`src/rtl/run_ctrl_pkg.sv`:
```
// Shared types for the run sequencer: FSM state encoding and trace FIFO sizing helpers.
package run_ctrl_pkg;

    typedef enum logic [2:0] {
        IDLE,
        RST,
        GAP,
        START,
        RUN,
        FIN
    } run_state_e;

    localparam int unsigned TRACE_DEPTH_DEFAULT = 16;
    localparam int unsigned TRACE_LVL_W_DEFAULT = $clog2(TRACE_DEPTH_DEFAULT) + 1;

    // Occupancy needs one bit more than the pointers so that "full" is representable.
    function automatic int unsigned trace_lvl_w(input int unsigned depth);
        return $clog2(depth) + 1;
    endfunction

endpackage

```
`src/rtl/run_trace_fifo.sv`:
```
// First-word-fall-through store trace FIFO with sticky overflow flag.
// RUN_CTRL_TRACE_TIMESTAMP_EN adds a CNT_W timestamp to every entry; otherwise head_time is 0.
module run_trace_fifo import run_ctrl_pkg::*; #(
    parameter int unsigned ADDR_W = 8,
    parameter int unsigned DATA_W = 8,
    parameter int unsigned CNT_W  = 16,
    parameter int unsigned DEPTH  = 16,
    localparam int unsigned PTR_W = $clog2(DEPTH),
    localparam int unsigned LVL_W = trace_lvl_w(DEPTH)
) (
    input  logic              clk,
    input  logic              reset,
    input  logic              clear,
    input  logic              push,
    input  logic [ADDR_W-1:0] push_addr,
    input  logic [DATA_W-1:0] push_data,
    input  logic [CNT_W-1:0]  push_time,
    input  logic              pop,
    output logic              full,
    output logic              empty,
    output logic [ADDR_W-1:0] head_addr,
    output logic [DATA_W-1:0] head_data,
    output logic [CNT_W-1:0]  head_time,
    output logic [LVL_W-1:0]  level,
    output logic              overflow
);

    typedef struct packed {
        logic [ADDR_W-1:0] addr;
        logic [DATA_W-1:0] data;
`ifdef RUN_CTRL_TRACE_TIMESTAMP_EN
        logic [CNT_W-1:0]  stamp;
`endif
    } entry_t;

    entry_t            mem [DEPTH];
    entry_t            wr_entry;
    logic [PTR_W-1:0]  wr_ptr_q;
    logic [PTR_W-1:0]  rd_ptr_q;
    logic [LVL_W-1:0]  level_q;
    logic              overflow_q;
    logic              do_push;
    logic              do_pop;

    assign full  = (level_q == LVL_W'(DEPTH));
    assign empty = (level_q == '0);

    // A pop frees the slot a simultaneous push needs, so push-while-full succeeds if popping.
    assign do_pop  = pop && !empty;
    assign do_push = push && (!full || do_pop);

    always_comb begin
        wr_entry      = '0;
        wr_entry.addr = push_addr;
        wr_entry.data = push_data;
`ifdef RUN_CTRL_TRACE_TIMESTAMP_EN
        wr_entry.stamp = push_time;
`endif
    end

    always_ff @(posedge clk or posedge reset) begin
        if (reset) begin
            wr_ptr_q   <= '0;
            rd_ptr_q   <= '0;
            level_q    <= '0;
            overflow_q <= 1'b0;
        end else if (clear) begin
            wr_ptr_q   <= '0;
            rd_ptr_q   <= '0;
            level_q    <= '0;
            overflow_q <= 1'b0;
        end else begin
            if (do_push) wr_ptr_q <= wr_ptr_q + PTR_W'(1);
            if (do_pop)  rd_ptr_q <= rd_ptr_q + PTR_W'(1);
            case ({do_push, do_pop})
                2'b10:   level_q <= level_q + LVL_W'(1);
                2'b01:   level_q <= level_q - LVL_W'(1);
                default: level_q <= level_q;
            endcase
            if (push && full && !pop) overflow_q <= 1'b1;
        end
    end

    always_ff @(posedge clk) begin
        if (do_push) mem[wr_ptr_q] <= wr_entry;
    end

    assign head_addr = mem[rd_ptr_q].addr;
    assign head_data = mem[rd_ptr_q].data;
    assign level     = level_q;
    assign overflow  = overflow_q;

`ifdef RUN_CTRL_TRACE_TIMESTAMP_EN
    assign head_time = mem[rd_ptr_q].stamp;
`else
    logic [CNT_W-1:0] unused_push_time;
    assign unused_push_time = push_time;
    assign head_time        = '0;
`endif

endmodule

```
`src/rtl/run_controller.sv`:
```
// Run sequencer for the 9-bit CPU: reset/start handshake, cycle counter, watchdog, store trace.
// RUN_CTRL_TRACE_TIMESTAMP_EN enables per-entry timestamps in the trace FIFO.
module run_controller import run_ctrl_pkg::*; #(
    parameter int unsigned DATA_W       = 8,
    parameter int unsigned ADDR_W       = 8,
    parameter int unsigned TRACE_DEPTH  = 16,
    parameter int unsigned RESET_CYCLES = 2,
    parameter int unsigned MAX_CYCLES   = 1000,
    parameter int unsigned CNT_W        = 16
) (
    input  logic                           clk,
    input  logic                           reset,
    input  logic                           go,
    input  logic                           cpu_done,
    input  logic                           d_we,
    input  logic [ADDR_W-1:0]              d_addr,
    input  logic [DATA_W-1:0]              d_wdata,
    output logic                           cpu_reset,
    output logic                           cpu_start,
    output logic                           busy,
    output logic                           pass,
    output logic                           timeout,
    output logic [CNT_W-1:0]               cycle_count,
    output logic                           trace_valid,
    input  logic                           trace_pop,
    output logic [ADDR_W-1:0]              trace_addr,
    output logic [DATA_W-1:0]              trace_data,
    output logic [CNT_W-1:0]               trace_time,
    output logic [$clog2(TRACE_DEPTH):0]   trace_level,
    output logic                           trace_overflow
);

    localparam int unsigned RST_W = $clog2(RESET_CYCLES + 1);

    run_state_e        state_q, state_d;
    logic [RST_W-1:0]  rst_cnt_q, rst_cnt_d;
    logic [CNT_W-1:0]  count_q, count_d, count_inc;
    logic              pass_q, pass_d;
    logic              timeout_q, timeout_d;
    logic              fifo_clear;
    logic              fifo_push;
    logic              fifo_empty;
    logic              unused_fifo_full;

    assign count_inc = (count_q == '1) ? count_q : count_q + CNT_W'(1);

    always_comb begin
        state_d    = state_q;
        rst_cnt_d  = rst_cnt_q;
        count_d    = count_q;
        pass_d     = pass_q;
        timeout_d  = timeout_q;
        fifo_clear = 1'b0;
        fifo_push  = 1'b0;
        cpu_reset  = 1'b0;
        cpu_start  = 1'b0;
        busy       = 1'b0;

        case (state_q)
            IDLE, FIN: begin
                cpu_reset = (state_q == IDLE);
                if (go) begin
                    state_d    = RST;
                    rst_cnt_d  = '0;
                    count_d    = '0;
                    pass_d     = 1'b0;
                    timeout_d  = 1'b0;
                    fifo_clear = 1'b1;
                end
            end
            RST: begin
                cpu_reset = 1'b1;
                busy      = 1'b1;
                if (rst_cnt_q == RST_W'(RESET_CYCLES - 1)) state_d = GAP;
                else rst_cnt_d = rst_cnt_q + RST_W'(1);
            end
            GAP: begin
                busy    = 1'b1;
                state_d = START;
            end
            START: begin
                busy      = 1'b1;
                cpu_start = 1'b1;
                fifo_push = d_we;
                count_d   = count_inc;
                state_d   = RUN;
            end
            RUN: begin
                busy      = 1'b1;
                fifo_push = d_we;
                // cpu_done takes priority over the watchdog; the count holds at the limit on timeout.
                if (cpu_done) begin
                    pass_d  = 1'b1;
                    count_d = count_inc;
                    state_d = FIN;
                end else if (count_q == CNT_W'(MAX_CYCLES)) begin
                    timeout_d = 1'b1;
                    state_d   = FIN;
                end else begin
                    count_d = count_inc;
                end
            end
            default: state_d = IDLE;
        endcase
    end

    always_ff @(posedge clk or posedge reset) begin
        if (reset) begin
            state_q   <= IDLE;
            rst_cnt_q <= '0;
            count_q   <= '0;
            pass_q    <= 1'b0;
            timeout_q <= 1'b0;
        end else begin
            state_q   <= state_d;
            rst_cnt_q <= rst_cnt_d;
            count_q   <= count_d;
            pass_q    <= pass_d;
            timeout_q <= timeout_d;
        end
    end

    run_trace_fifo #(
        .ADDR_W (ADDR_W),
        .DATA_W (DATA_W),
        .CNT_W  (CNT_W),
        .DEPTH  (TRACE_DEPTH)
    ) u_trace_fifo (
        .clk       (clk),
        .reset     (reset),
        .clear     (fifo_clear),
        .push      (fifo_push),
        .push_addr (d_addr),
        .push_data (d_wdata),
        .push_time (count_q),
        .pop       (trace_pop),
        .full      (unused_fifo_full),
        .empty     (fifo_empty),
        .head_addr (trace_addr),
        .head_data (trace_data),
        .head_time (trace_time),
        .level     (trace_level),
        .overflow  (trace_overflow)
    );

    assign trace_valid = !fifo_empty;
    assign pass        = pass_q;
    assign timeout     = timeout_q;
    assign cycle_count = count_q;

endmodule

```
`config.mk`:
```
export PLATFORM = sky130hd
export DESIGN_NAME = run_controller
export DESIGN_NICKNAME = d
export VERILOG_FILES = /design/src/rtl/run_ctrl_pkg.sv /design/src/rtl/run_trace_fifo.sv /design/src/rtl/run_controller.sv
export SDC_FILE = /design/constraint.sdc
export NUM_CORES = 1
export LEC_CHECK = 0
export ABC_AREA = 1
export CORE_UTILIZATION = 43
export DETAILED_ROUTE_END_ITERATION = 8
export HOLD_SLACK_MARGIN = 0.03
export PLACE_DENSITY = 0.63
export SYNTH_ARGS = -nofsm -noshare
export SYNTH_HDL_FRONTEND = slang
export SYNTH_SLANG_ARGS = --single-unit
```
`constraint.sdc`:
```
create_clock -name clk -period 2.6 [get_ports clk]
set_input_delay 0.65 -clock clk [delete_from_list [all_inputs] [get_ports clk]]
set_output_delay 0.65 -clock clk [all_outputs]
set_load 0.01 [all_outputs]
```
==> results.yml <==
run_status:
  status: "complete, but fails checks"
  failed_checks: "setup timing"
placed_design:
  dp_hpwl_um: 17400
  io_buffers: 65
  place_area_um2: 14200
  place.gp.congestion: 0.810
timing:
  skew_ns: 0.0282
  setup_viol: 16
  fmax_mhz: 356
  rsz0062_at_grt: "yes"
  min_period_over_period_pct: 108
  worst_pin_slew_ns: 0.592
  slew_viol_final: 0
  layout_min_cycle_time_ns: 2.81
  hold_viol_final: 0
  setup_slack_ns: -0.209
  relSlewSlack_pct: 60.4
final_layout:
  drive_above_1_share_pct: 19.0
  fill_cells: 2386
  area_growth_pct: 24.5
  nNetsFinal: 1157
  antenna_cells: 0
  postLayoutCellArea_um2: 15800
clock_tree:
  clk_latency_ns: 0.57
  cts_buffer_depth: 3
  cts_tree: "yes"
  clock_sinks: 293
  cts_made_buffers: 30
  cts_root_buf: "clkbuf_16"
  clk_pin_slew_ns: 0.06
  cts_hold_buf: 0
  htreeDepth: 1
yosys:
  ys_seq_elements: 293
  synth_compound_area_share_pct: 11.3
  synth-xor-area-share_pct: 0.831
  synth_area_um2: 12700
  yosysUniqueCellTypes: 45
  yosysSeqAreaShare_pct: 68.1
  synth-simple-area-share_pct: 7.63
  synth_cells: 1008
  syn-mean-instance-area_um2: 12.6
  synth_fa_ha_area_share_pct: 0.890
  ys_warn_count: 0
  yosys-mux-area-fraction_pct: 5.06
  synth_top_family_by_area: "compound AO/OA/AOI/OAI gates"
floorplan:
  pin_count: 82
  die_h_um: 174
  fp-row-count: 62
  start_util_pct: 43.8
  die_x_um: 174
  dieArea_um2: 30100
  core_um2: 28900
setup_path:
  endpoint_kind: "output pin"
  cpMaxStageDelayCell: "dfrtp_4"
  crit_fanout: 15
  cp_cell_sequence: "buf_12, clkbuf_16, a21oi_1, o21ai_1, o211ai_1, nand3_1, nand2_1, clkdlybuf4s15_2"
  required_ns: 1.95
  slowest_delay_ns: 0.52
  critPathArrivalTime_ns: 2.16
  r2r_slack_ns: 0.57
  worstSetupStartpointType: "flip-flop"
  crit_type: "flip-flop to output pin"
routing:
  drt-wirelength-per-cell_um: 19.6
  drc: 0
  first_iter_violations: 720
  drt-vias-per-instance: 5.35
  drt-pass1-iter-count: 5
  antenna_left: 0
  via_count: 8200
  finalWirelength_um: 30000
global_routing:
  grtUsageTotal_pct: 19.9
  antenna_found_initial: 0
  grt_overflow: 0
  grt_max_degree: 42
  grt_pass1_wl_um: 46000
  grt_pass1_vias: 7977
pwr:
  pwr_density_cell_nw_per_um2: 1030
  finalPower_mw: 16.2
  ir_worst_vdd_v: 0.000621
  leakagePower_nw: 5.87
job:
  cap_violations: 0
min_path:
  worstHoldPathType: "input pin to async pin"
-- kinds of logic after synthesis --
group           after synthesis
fa+ha+maj                     9
buf+inv                     174
other cells                   1
xor+xnor                     12
mux                          64
flops                       293
simple gates                208
compound gates              247
-- cell usage after synthesis, drive strengths merged --
cell type	number	share of area [%]
nor3	8	0.40
o32ai	1	0.069
nor2	43	1.4
clkbuf	24	0.71
conb	1	0.030
o21ai	99	4.0
xor2	7	0.48
a211oi	1	0.059
o31ai	6	0.36
nand3b	1	0.059
clkinv	1	0.030
inv	109	3.3
ha	9	0.89
nand2	103	3.2
o22ai	2	0.099
o21bai	1	0.059
mux2i	64	5.1
nand4	4	0.25
nor4	4	0.25
nand3	43	2.0
a21oi	72	2.8
a31oi	1	0.049
xnor2	5	0.35
edfxtp	256	61
o211ai	64	3.8
dfrtp	37	7.3
or2	2	0.099
buf	40	2.2
-- cell type report --
class,instances,area (um^2),area share (%)
flip-flops and latches,293,8620,54.7
multi-input cells,556,3530,22.4
repair buffers,135,1670,10.6
clock buffers,32,758,4.81
well taps,384,480,3.05
inverters,110,415,2.64
clock inverters,24,277,1.76
-- worst max-delay path, delay by kind of cell (launching register included) --
family          cells  cell delay, ns
buf+inv             3            0.57
compound gates      3            0.32
simple gates        2            0.20
flops               1            0.52
-- metal layers --
layer  share of wire, %  GRT usage [%]
met1                 45           27.3
met5                  0              0
met3                4.7           2.92
met4                1.9           5.53
met2                 49           32.9
-- repair_timing --
item                                   4_1_cts  5_1_grt
endpoints found under the hold margin        0        0
resized for setup                          115       68
pin swaps                                   24       23
buffers inserted                             4        1
setup endpoints to repair                   17       17
cloned                                       6        4
-- sequential cells by signal, summed over array words and instances, names as in the netlist --
signal                 count
cycle_count               16
pass                       1
rst_cnt_q                  2
state_q                    3
timeout                    1
u_trace_fifo.level         5
u_trace_fifo.mem         256
u_trace_fifo.overflow      1
u_trace_fifo.rd_ptr_q      4
u_trace_fifo.wr_ptr_q      4
-- report_power, final --
group / internal (mW) / total [mW] / leakage (nW) / switching [mW]
registers: 5.32 / 5.49 / 2.79 / 0.170
clock network: 2.70 / 4.47 / 0.506 / 1.78
logic: 2.72 / 6.21 / 2.57 / 3.49
-- through the flow --
stage                     util (%)  setup TNS, ns  hold slack [ns]  setup slack, ns  cells
final                         54.6          -2.20            0.355           -0.209   1534
after global placement        49.2        -0.0163            0.466          -0.0163   1463
after global routing          54.6          -3.90            0.418           -0.339   1534
after floorplan                  -              0            0.450            0.306   1023
after CTS                     53.6          -2.63            0.349           -0.242   1529
after detailed placement      49.2        -0.0440            0.478          -0.0281   1463
-- cell usage in the layout, fill, tap and decap left out, types with 20 or more instances in the layout --
master           count
o211ai_1            64
a21oi_1             50
edfxtp_1           256
nand3_1             38
nor2_1              23
buf_4               34
dfrtp_1             33
o21ai_0             39
nand2_1             94
mux2i_1             63
o21ai_1             48
clkbuf_16           34
inv_1               99
buf_12              20
clkdlybuf4s50_1     47
-- path summary, 6_finish.rpt --
kind                                                      start                              endpoint  cells past startpoint
max in group asynchronous                                 reset  u_trace_fifo.rd_ptr_q[1]$_DFFE_PP0P_                      3
max reg2reg                              state_q[1]$_DFFE_PP0P_      u_trace_fifo.mem[5][1]$_DFFE_PP_                      8
max                        u_trace_fifo.rd_ptr_q[0]$_DFFE_PP0P_                         trace_data[6]                      8
min reg2reg                            rst_cnt_q[0]$_DFFE_PP0P_              rst_cnt_q[0]$_DFFE_PP0P_                      1
min                                                       reset     u_trace_fifo.level[0]$_DFFE_PP0P_                      2
min in group clk                       rst_cnt_q[0]$_DFFE_PP0P_              rst_cnt_q[0]$_DFFE_PP0P_                      1
Power figures use the tool's default switching activity.
